==> src/rtl/matrix_mult3x3_seq_if.sv <==
// Register bus between a host and matrix_mult3x3_seq.
// Strobes are single-cycle; read data carries a valid bit in its MSB.
interface matrix_mult3x3_seq_if #(
    parameter int DATA_W = 32
);
    logic [4:0]        bus_addr;
    logic              bus_wr;
    logic [DATA_W-1:0] bus_wdata;
    logic              bus_rd;
    logic [DATA_W:0]   bus_rdata;

    modport master (
        output bus_addr, bus_wr, bus_wdata, bus_rd,
        input  bus_rdata
    );

    modport slave (
        input  bus_addr, bus_wr, bus_wdata, bus_rd,
        output bus_rdata
    );
endinterface

==> src/rtl/matrix_mult3x3_seq.sv <==
// Sequencer feeding 3x3 coefficients to a multiply core and capturing results.
// Optional WAIT/CAPTURE watchdog: define MATRIX_MULT3X3_SEQ_TIMEOUT_EN.
module matrix_mult3x3_seq #(
    parameter int DATA_W      = 32,
    parameter int N_WORDS     = 9,
    parameter int TIMEOUT_CYC = 1024
) (
    input  logic                 system1000,
    input  logic                 system1000_rst,
    matrix_mult3x3_seq_if.slave  bus,
    output logic [DATA_W:0]      core_in,
    input  logic [DATA_W:0]      core_out,
    output logic                 busy,
    output logic                 done_irq
);
    localparam int CW = (N_WORDS > 1) ? $clog2(N_WORDS) : 1;
    localparam logic [4:0] A_STAT = 5'd31;
    localparam logic [4:0] A_RES  = 5'd16;

    typedef enum logic [2:0] {
        S_IDLE, S_LOAD, S_WAIT, S_CAPTURE, S_DONE
    } state_t;

    state_t            r_state;
    state_t            w_state_nxt;
    logic [CW-1:0]     r_k;
    logic [CW-1:0]     r_j;
    logic [DATA_W-1:0] r_coef [N_WORDS];
    logic [DATA_W-1:0] r_result [N_WORDS];
    logic [4:1]        r_sticky;
    logic [4:1]        w_set;
    logic [4:1]        w_clr;
    logic [4:1]        w_sticky_nxt;
    logic [DATA_W:0]   r_rdata;
    logic [DATA_W-1:0] w_rd_val;

    logic          w_cv;
    logic          w_idle;
    logic          w_waiting;
    logic          w_stat_wr;
    logic          w_start;
    logic          w_coef_wr;
    logic          w_cap_en;
    logic          w_last_j;
    logic          w_last_k;
    logic          w_tmo;
    logic [CW-1:0] w_cidx;
    logic [CW-1:0] w_ridx;

    assign w_cv      = core_out[DATA_W];
    assign w_idle    = (r_state == S_IDLE);
    assign w_waiting = (r_state == S_WAIT) || (r_state == S_CAPTURE);
    assign w_stat_wr = bus.bus_wr && (bus.bus_addr == A_STAT);
    assign w_start   = w_stat_wr && bus.bus_wdata[0];
    assign w_coef_wr = bus.bus_wr && (int'(bus.bus_addr) < N_WORDS);
    assign w_cap_en  = w_waiting && w_cv;
    assign w_last_j  = (r_j == CW'(N_WORDS - 1));
    assign w_last_k  = (r_k == CW'(N_WORDS - 1));
    assign w_cidx    = CW'(bus.bus_addr);
    assign w_ridx    = CW'(bus.bus_addr - A_RES);

`ifdef MATRIX_MULT3X3_SEQ_TIMEOUT_EN
    localparam int TW = $clog2(TIMEOUT_CYC + 1);
    logic [TW-1:0] r_tmo;

    // Count silent core cycles while results are outstanding
    always_ff @(posedge system1000 or posedge system1000_rst) begin
        if (system1000_rst) r_tmo <= '0;
        else if (w_waiting && !w_cv) r_tmo <= r_tmo + TW'(1);
        else r_tmo <= '0;
    end

    assign w_tmo = w_waiting && !w_cv &&
                   (r_tmo == TW'(TIMEOUT_CYC - 1));
`else
    logic w_unused_tmo;
    assign w_unused_tmo = (TIMEOUT_CYC != 0);
    assign w_tmo = 1'b0;
`endif

    // State register
    always_ff @(posedge system1000 or posedge system1000_rst) begin
        if (system1000_rst) r_state <= S_IDLE;
        else r_state <= w_state_nxt;
    end

    // Next-state decode
    always_comb begin
        w_state_nxt = r_state;
        unique case (r_state)
            S_IDLE:    if (w_start) w_state_nxt = S_LOAD;
            S_LOAD:    if (w_last_k) w_state_nxt = S_WAIT;
            S_WAIT: begin
                if (w_cv) w_state_nxt = w_last_j ? S_DONE : S_CAPTURE;
                else if (w_tmo) w_state_nxt = S_IDLE;
            end
            S_CAPTURE: begin
                if (w_cv && w_last_j) w_state_nxt = S_DONE;
                else if (w_tmo) w_state_nxt = S_IDLE;
            end
            S_DONE:    w_state_nxt = S_IDLE;
            default:   w_state_nxt = S_IDLE;
        endcase
    end

    assign busy     = !w_idle;
    assign done_irq = (r_state == S_DONE);
    assign core_in  = (r_state == S_LOAD) ? {1'b1, r_coef[r_k]} : '0;

    // Counters, coefficient bank and result capture
    always_ff @(posedge system1000 or posedge system1000_rst) begin
        if (system1000_rst) begin
            r_k <= '0;
            r_j <= '0;
            for (int i = 0; i < N_WORDS; i++) begin
                r_coef[i]   <= '0;
                r_result[i] <= '0;
            end
        end else begin
            if (w_idle && w_start) begin
                r_k <= '0;
                r_j <= '0;
            end else if (r_state == S_LOAD) begin
                r_k <= r_k + CW'(1);
            end
            if (w_cap_en) begin
                r_result[r_j] <= core_out[DATA_W-1:0];
                r_j           <= r_j + CW'(1);
            end
            if (w_coef_wr && w_idle) r_coef[w_cidx] <= bus.bus_wdata;
        end
    end

    // Sticky set/clear; a set in the same cycle beats the clear
    always_comb begin
        w_set    = '0;
        w_set[1] = (r_state == S_DONE);
        w_set[2] = (w_start || w_coef_wr) && !w_idle;
        w_set[3] = w_cv && !w_waiting;
        w_set[4] = w_tmo;
        w_clr    = w_stat_wr ? bus.bus_wdata[4:1] : '0;
        w_sticky_nxt = (r_sticky & ~w_clr) | w_set;
    end

    // Sticky status register
    always_ff @(posedge system1000 or posedge system1000_rst) begin
        if (system1000_rst) r_sticky <= '0;
        else r_sticky <= w_sticky_nxt;
    end

    // Read mux sees same-cycle writes so a write+read returns new data
    always_comb begin
        w_rd_val = '0;
        if (bus.bus_addr == A_STAT) begin
            w_rd_val = DATA_W'({w_sticky_nxt, w_state_nxt != S_IDLE});
        end else if (int'(bus.bus_addr) < N_WORDS) begin
            w_rd_val = (w_coef_wr && w_idle) ? bus.bus_wdata
                                             : r_coef[w_cidx];
        end else if (bus.bus_addr >= A_RES &&
                     int'(bus.bus_addr) < int'(A_RES) + N_WORDS) begin
            w_rd_val = r_result[w_ridx];
        end
    end

    // One-cycle read response register
    always_ff @(posedge system1000 or posedge system1000_rst) begin
        if (system1000_rst) r_rdata <= '0;
        else if (bus.bus_rd) r_rdata <= {1'b1, w_rd_val};
        else r_rdata <= '0;
    end

    assign bus.bus_rdata = r_rdata;
endmodule

==> src/flat_wrapper.sv <==
// flat-port wrapper written by rule: the top's interface ports become plain ports
module matrix_mult3x3_seq_flat 
#(
    parameter int DATA_W      = 32,
    parameter int N_WORDS     = 9,
    parameter int TIMEOUT_CYC = 1024
)
  (system1000, system1000_rst, core_in, core_out, busy, done_irq, bus_bus_addr, bus_bus_wr, bus_bus_wdata, bus_bus_rd, bus_bus_rdata);
  matrix_mult3x3_seq_if #(.DATA_W(DATA_W)) bus_i ();
  input  logic system1000;
  input  logic system1000_rst;
  output logic [DATA_W:0] core_in;
  input  logic [DATA_W:0] core_out;
  output logic busy;
  output logic done_irq;
  input wire logic [$bits(bus_i.bus_addr)-1:0] bus_bus_addr;
  input wire logic [$bits(bus_i.bus_wr)-1:0] bus_bus_wr;
  input wire logic [$bits(bus_i.bus_wdata)-1:0] bus_bus_wdata;
  input wire logic [$bits(bus_i.bus_rd)-1:0] bus_bus_rd;
  output wire logic [$bits(bus_i.bus_rdata)-1:0] bus_bus_rdata;
  assign bus_i.bus_addr = bus_bus_addr;
  assign bus_i.bus_wr = bus_bus_wr;
  assign bus_i.bus_wdata = bus_bus_wdata;
  assign bus_i.bus_rd = bus_bus_rd;
  assign bus_bus_rdata = bus_i.bus_rdata;
  matrix_mult3x3_seq #(.DATA_W(DATA_W), .N_WORDS(N_WORDS), .TIMEOUT_CYC(TIMEOUT_CYC)) u_core (.system1000(system1000), .system1000_rst(system1000_rst), .bus(bus_i), .core_in(core_in), .core_out(core_out), .busy(busy), .done_irq(done_irq));
endmodule
==> config.mk <==
export PLATFORM = sky130hd
export DESIGN_NAME = matrix_mult3x3_seq_flat
export DESIGN_NICKNAME = d
export VERILOG_FILES = /design/src/rtl/matrix_mult3x3_seq_if.sv /design/src/rtl/matrix_mult3x3_seq.sv /design/src/flat_wrapper.sv
export SDC_FILE = /design/constraint.sdc
export NUM_CORES = 1
export LEC_CHECK = 0
export CAP_MARGIN = 10
export CORE_UTILIZATION = 44
export CTS_BUF_LIST = sky130_fd_sc_hd__clkbuf_8
export DETAILED_ROUTE_END_ITERATION = 10
export DONT_BUFFER_PORTS = 1
export GPL_ROUTABILITY_DRIVEN = 0
export GPL_TIMING_DRIVEN = 0
export PLACE_DENSITY = 0.66
export SYNTH_ARGS = -nofsm -noshare
export SYNTH_HDL_FRONTEND = slang
export SYNTH_SLANG_ARGS = --single-unit
export TNS_END_PERCENT = 1
==> constraint.sdc <==
create_clock -name system1000 -period 35.9 [get_ports system1000]
set_input_delay 8.975 -clock system1000 [delete_from_list [all_inputs] [get_ports system1000]]
set_output_delay 8.975 -clock system1000 [all_outputs]
set_load 0.05 [all_outputs]
---- Word level (Yosys, flattened, before mapping) ----
Cells that the tools add are included.
storage, ports and cells
  register bits after elaboration ......... 624
  input port bits ......................... 74
  output and inout bits ................... 68
  word-level logic and storage cells ...... 101
operators by class
  add/subtract/negate cells ............... 3
  magnitude comparators ................... 9
  eq/ne operators ......................... 7
  mux-type cells .......................... 32
  bitwise gates (word level) .............. 7
  reduce and logical (&&, ||, !) cells .... 20
operators with widths
  kind                                                                           number
  288-bit bitwise mux                                                            2
  32-bit binary-select mux with 4-bit select                                     3
  32-bit two-way mux                                                             12
  32-bit demux with 4-bit select                                                 2
  33-bit two-way mux                                                             2
  5-bit greater-or-equal comparator (second input constant)                      5
  4-bit two-way mux                                                              5
  4-bit inverter with 5-bit output                                               4
  3-bit two-way mux                                                              5
  1-bit logical AND                                                              12
  3-bit one-hot mux with 4 select lines                                          1
  5-bit by 1-bit less-than comparator with 1-bit output (second input constant)  2
  4-bit by 1-bit adder with 4-bit output (second input constant)                 2
  4-bit == test (second input constant)                                          2
  3-bit by 2-bit == test with 1-bit output (second input constant)               2
  5-bit == test (second input constant)                                          1
  5-bit by 4-bit less-than comparator with 1-bit output (second input constant)  1
  5-bit less-than comparator (second input constant)                             1
  4-bit AND                                                                      1
  4-bit inverter                                                                 1
  4-bit by 3-bit bitwise OR with 4-bit output                                    1
  2-bit nonzero test                                                             2
  4-bit by 1-bit subtractor with 4-bit output (second input constant)            1
  3-bit by 1-bit == test with 1-bit output (second input constant)               1
  other kinds (5)                                                                7

---- Depth between registers and ports, before layout ----
Gate-level depths: netlist of run 1.
  word-level depth ........................ 9
  depth in mapped cells ................... 9
  depth with buffers taken out ............ 6

---- Least setup slack after synthesis of run 1 ----
Ideal clock, no wire load.
  path type ............................... flip-flop to output port
  start ................................... register u_core.r_k[0]
  end ..................................... output core_in[10]
  data arrival time ....................... 2.181 ns
  data required time ...................... 26.925 ns
  path slack .............................. 24.744 ns
  stages on the path, launching flop included .. 8
  buffers on the path ..................... 2
  cells stage by stage .................... dfrtp_1 > clkbuf_1 > buf_1 > mux4_2 > mux2i_1 > nor2_1 > a21oi_1 > nor2_1
on the way
  word-level cells in the longest chain between the ends .. 5
ends and longest elaborated chain
  element                                                 RTL line                   source
  from (decl)                                             matrix_mult3x3_seq.sv:26   logic [CW-1:0] r_k;
  from (signal assigned)                                  matrix_mult3x3_seq.sv:124  r_k <= r_k + CW'(1);
  4-bit inverter with 5-bit output (implied by the code)  matrix_mult3x3_seq.sv:108  assign core_in = (r_state == S_LOAD) ? {1'b1, r_coef[r_k]} : '0;
  32-bit binary-select mux with 4-bit select              matrix_mult3x3_seq.sv:108
  32-bit two-way mux (implied by the code) (2 in a row)   matrix_mult3x3_seq.sv:108
  33-bit two-way mux                                      matrix_mult3x3_seq.sv:108
  to (decl)                                               flat_wrapper.sv:12         output logic [DATA_W:0] core_in;
Every way passes these cells. The select of a mux whose other input is x is not followed.

---- Worst setup path in the final report of run 1 ----
  start ................................... register u_core.r_k[1]
  end ..................................... output core_in[28]
Same word-level chain as after synthesis.

==> qor.yml, run 1 <==
sta:
  relSlewSlack_pct: 11.3
  setup_violations: 0
  final.period_utilization_pct: 36.5
  setup_tns_ns: 0
  drv_slew: 0
  hold_viol_final: 0
  grt_setup_unrepaired: "false"
  worst_slew_pin_slew_ns: 1.32
  holdWs_ns: 0.493
  min_period_ns: 13.12
  fmax_mhz: 76.2
  fin_skew_ns: 0.0444
grt:
  grt_max_degree: 134
  overflow: 0
  antenna_found_initial: 12
  grt_first_pass_wirelength_um: 136000
  grt_use_total_pct: 26.1
  grt_pass1_vias: 20800
pwr:
  p_total_w: 0.00241
  leakagePower_nw: 15.8
  peakVddDrop_mv: 0.0411
  p_per_area_nw_per_um2: 70.5
route:
  drtAntennaViolNets: 0
  vias_per_cell: 6.11
  drc: 0
  vias: 20000
  routed_wl_um: 90600
  firstDrtPassIters: 5
  wl_per_cell_um: 27.7
  drt-initial-drc-count: 1803
critical_path:
  cp-start-kind: "flop"
  critPathMaxFanout: 10
  crit_path_end_kind: "output pin"
  r2r-end: "u_core.r_coef[136]"
  cpPeakStageDelay_ns: 0.95
  worstPathRequired_ns: 26.92
  path_class: "reg -> out"
  cp_cell_sequence: "buf_1, clkbuf_1, mux4_2, mux2i_1, nor2_1, a21oi_1, nor2_1"
  r2r_cells: 6
  crit_top_cell: "nor2_1"
  timing.rr.start: "u_core.r_state[0]"
  cp.arrival_ns: 4.14
  cp_slowest_cell: "nor2_1"
  path_delay_family: "buffers and inverters"
  path_buf_inv: 2
  r2r_slack_ns: 32.66
finish:
  layout-drive-gt1-share_pct: 42.1
  fin_cells: 3270
  final_cell_mix: "dfrtp_1 (624), mux2_2 (512), mux4_2 (150), clkbuf_8 (126), mux2i_1 (116)"
  nets: 2335
  final_common_cell: "dfrtp_1"
  syn_to_final_growth_pct: 12.1
synthesis:
  synth-edff-count: 0
  syn_nets: 2220
  synthMuxAreaShare_pct: 36.3
  synth_xor_area_share_pct: 0.115
  synth_cells: 2140
  synth_top_family_by_area: "multiplexers"
  synth.distinct_cells: 69
  yosys.area_share.simple_pct: 3.42
  ys_seq_area_share_pct: 51.2
  syn_avg_cell_area_um2: 14.3
  syn_area_um2: 30500
  synthAdderAreaFrac_pct: 0.246
  synth_compound_area_share_pct: 5.73
  synth_seq_cells: 624
  async_reset_ff_share_pct: 100
  ys_warn_count: 0
  synthFlopType: "dfrtp_1"
place:
  port_buffers: 0
  hpwl_um: 61500
  dp_cells: 3079
floorplan:
  die_area_um2: 70400
  dieWidth_um: 265
  ioPinCount: 142
  coreArea_um2: 68600
  initial_utilization_pct: 44.5
  rows: 96
  die_h_um: 265
clock_tree:
  post_cts_resized: 0
  cts_root_buf: "clkbuf_8"
  cts_buffers: 105
  hold_buffers: 0
  cts_tree: "done"
  clock_sinks: 624
  cts_max_level: 3
  postCtsSetupRepairBufs: 0
  clk_pin_slew_ns: 0.06
  insertion_delay_ns: 0.74
  clk_path_buf_depth: 3
job:
  drv_cap: 0
min_path:
  min_to: "u_core.r_sticky[1]"
  holdPathStages: 1
  hp-class: "reg -> reg"
  hp-start: "u_core.r_sticky[1]"
run_status:
  status: "completed"
## flip-flops by register name, summed over array words and instances (netlist names)
| name | count |
|---|---|
| u_core.bus.bus_rdata | 33 |
| u_core.r_coef | 288 |
| u_core.r_j | 4 |
| u_core.r_k | 4 |
| u_core.r_result | 288 |
| u_core.r_state | 3 |
| u_core.r_sticky | 4 |
## power breakdown
| part | switching (W) | leakage [nW] | total [W] | internal (W) |
|---|---|---|---|---|
| Clock | 0.000306 | 1.29 | 0.000704 | 0.000399 |
| Sequential | 0.000138 | 8.26 | 0.00106 | 0.000919 |
| Combinational | 0.000310 | 6.22 | 0.000651 | 0.000341 |
| Total | 0.000753 | 15.8 | 0.00241 | 0.00166 |
## how the worst max path moves through the flow
stage	cells past startpoint	startpoint	slack, ns	end
floorplan	1	system1000_rst	9.45	u_core.bus.bus_rdata[0]
global placement	1	system1000_rst	3.58	u_core.r_coef[275]
detailed placement	7	u_core.r_k[1]	23.64	core_in[28]
CTS	7	u_core.r_k[1]	22.85	core_in[28]
global route	7	u_core.r_k[1]	22.66	core_in[30]
finish	7	u_core.r_k[1]	22.78	core_in[28]
## cells in the mapped netlist, types with 25 or more instances
master / count / area (um^2)
mux2_4: 52 / 781
nor2_1: 113 / 424
buf_2: 45 / 225
nand2_1: 45 / 169
mux2i_1: 116 / 1160
mux2_2: 512 / 5770
a31oi_1: 25 / 156
o21ai_0: 47 / 235
buf_1: 42 / 158
a211o_1: 26 / 228
a21oi_1: 41 / 205
o22ai_1: 30 / 188
clkbuf_1: 70 / 263
mux4_2: 150 / 3380
dfrtp_1: 624 / 15600
## logic make-up after synthesis
logic type / count (synthesis)
flops: 624
xor+xnor: 4
fa+ha+maj: 6
buf+inv: 206
compound gates: 253
simple gates: 217
mux: 830
## worst register-to-register path, delay by kind of cell, from the launching register on
kind                   cells  cell delay, ns
AND/OR/NAND/NOR            3            1.69
buffers and inverters      2            0.65
multiplexers               1            0.39
flip-flops                 1            0.36
## layout make-up
cell class	count	area (um^2)
clock inverters	60	594
repair buffers	8	168
well taps	931	1160
fillers	5886	34400
diodes	5	12.5
clock buffers	126	1730
inverters	14	60.1
plain buffers	192	871
multi-input cells	1310	14000
flip-flops and latches	624	15600
## layer usage
metal	global-route usage (%)	vias to the layer above	wire [um]
li1	-	8306	-
met5	0	-	55
met1	35.3	10600	37400
met2	41.7	838	43400
met4	8.39	8	2550
met3	6.16	184	7250
## through the flow
step	setup WS, ns	util, %	area [um^2]
global route	22.66	49.9	34200
global placement	3.58	46.2	31700
CTS	22.85	49.9	34200
floorplan	9.45	-	30500
finish	22.78	49.9	34200
detailed placement	23.64	46.5	31900
(Power assumes the default switching activity.)
==> run 2, diff against run 1 <==
- clock period: 35.9 -> 13.27 ns (I/O delays scaled with it)
==> qor.yml, run 2 (synthesized netlist as in run 1, its figures left out) <==
job:
  drv_cap: 0
floorplan:
  coreArea_um2: 68600
  dieWidth_um: 265
  initial_utilization_pct: 44.5
  die_area_um2: 70400
  ioPinCount: 142
  rows: 96
  die_h_um: 265
sta:
  grt_setup_unrepaired: "false"
  min_period_ns: 7.47
  worst_slack_ns: 5.80
  hold_viol_final: 0
  setup_violations: 0
  final.period_utilization_pct: 56.3
  worst_slew_pin_slew_ns: 1.24
  relSlewSlack_pct: 16.9
  fmax_mhz: 134
  fin_skew_ns: 0.0520
  drv_slew: 0
finish:
  finish.utilization_pct: 49.8
  syn_to_final_growth_pct: 11.8
  fin_cells: 3275
  layout-drive-gt1-share_pct: 41.6
  final_cell_mix: "dfrtp_1 (624), mux2_2 (512), mux4_2 (150), clkbuf_8 (125), mux2i_1 (116)"
  nets: 2345
  final_common_cell: "dfrtp_1"
clock_tree:
  post_cts_resized: 0
  clk_pin_slew_ns: 0.06
  hold_buffers: 0
  clk_path_buf_depth: 3
  insertion_delay_ns: 0.73
  cts_max_level: 3
  postCtsSetupRepairBufs: 0
  cts_buffers: 103
  clock_sinks: 624
  cts_tree: "done"
  cts_root_buf: "clkbuf_8"
route:
  vias_per_cell: 6.08
  drtAntennaViolNets: 0
  routed_wl_um: 90200
  wl_per_cell_um: 27.5
  firstDrtPassIters: 6
  vias: 19900
  drc: 0
  drt-initial-drc-count: 1915
pwr:
  p_per_area_nw_per_um2: 185
  p_total_w: 0.00632
  leakagePower_nw: 15.8
  peakVddDrop_mv: 0.106
critical_path:
  cp.arrival_ns: 4.16
  endpoint: "core_in[28]"
  path_class: "reg -> out"
  worstPathRequired_ns: 9.95
  r2r_slack_ns: 10.05
  r2r-end: "u_core.r_coef[151]"
  cpPeakStageDelay_ns: 0.95
  timing.rr.start: "u_core.r_state[0]"
  startpoint: "u_core.r_k[1]"
  crit_path_end_kind: "output pin"
  cp_slowest_cell: "nor2_1"
  cp_cell_sequence: "buf_1, buf_1, mux4_2, mux2i_1, nor2_1, a21oi_1, nor2_1"
  r2r_cells: 6
  critPathMaxFanout: 10
  cp-start-kind: "flop"
grt:
  gr-usage-met1_pct: 34.0
  grt_first_pass_wirelength_um: 136000
  grt_max_degree: 47
  grt_use_total_pct: 26.0
  use_met2_pct: 41.6
  gr-usage-met3_pct: 6.85
  busiest_layer: "met2"
  antenna_found_initial: 9
  overflow: 0
  grt_pass1_vias: 21000
run_status:
  status: "completed"
min_path:
  hp-class: "reg -> reg"
  holdPathStages: 1
place:
  dp_slack_ns: 6.68
  hpwl_um: 62100
  port_buffers: 0
  dp_cells: 3091
[run 2: final cells by class]
class	instances	area (um^2)
diodes	3	7.51
plain buffers	192	871
clock buffers	125	1720
clock inverters	56	329
fillers	5880	34500
inverters	14	56.3
multi-input cells	1310	14000
flip-flops and latches	624	15600
well taps	931	1160
repair buffers	20	362
[run 2: worst min-delay path by stage]
stage                              start                    to  slack, ns
floorplan             u_core.r_sticky[1]    u_core.r_sticky[1]       0.45
global placement      u_core.r_sticky[1]    u_core.r_sticky[1]       0.46
detailed placement    u_core.r_sticky[1]    u_core.r_sticky[1]       0.47
CTS                   u_core.r_sticky[1]    u_core.r_sticky[1]       0.48
global route        u_core.r_result[110]  u_core.r_result[110]       0.51
finish                u_core.r_sticky[1]    u_core.r_sticky[1]       0.50
[run 2: critical path, delay by kind of cell (launching register included)]
family	cells	cell delay, ns
buffers and inverters	2	1.38
AOI/OAI and AO/OA	1	0.05
muxes	2	0.46
DFF	1	0.44
and+or+nand+nor	2	1.07
[run 2: power by group]
part | total, W | switching [W] | internal, W
Sequential | 0.00286 | 0.000372 | 0.00249
Clock | 0.00169 | 0.000799 | 0.000892
Combinational | 0.00177 | 0.000841 | 0.000929
[run 2: routing by layer]
| metal | vias to the layer above | wire [um] |
|---|---|---|
| met5 | - | 65 |
| met4 | 10 | 3010 |
| met3 | 220 | 7110 |
| met2 | 817 | 42900 |
| met1 | 10500 | 37000 |
| li1 | 8342 | - |
[run 2: metrics by stage]
stage | hold WS, ns | area [um^2] | TNS (ns)
2_1_floorplan | 0.450 | 30500 | 0
3_3_place_gp | 0.463 | 31700 | -896.72
3_5_place_dp | 0.471 | 32100 | 0
4_1_cts | 0.485 | 34100 | 0
5_1_grt | 0.514 | 34100 | 0
6_report | 0.496 | 34100 | 0
==> run 3, diff against run 2 <==
- clock period: 13.27 -> 7.4 ns (I/O delays scaled with it)
==> results of run 3 <==
The final DEF is identical to that of run 2. Status: completed.
Main changes from that run: setup slack after placement 6.68 ns -> 2.28 ns; setup slack after layout 5.80 ns -> 1.39 ns; register-to-register setup slack 10.05 ns -> 4.18 ns; total power 0.00632 W -> 0.0113 W; worst IR drop on VDD 0.106 mV -> 0.190 mV
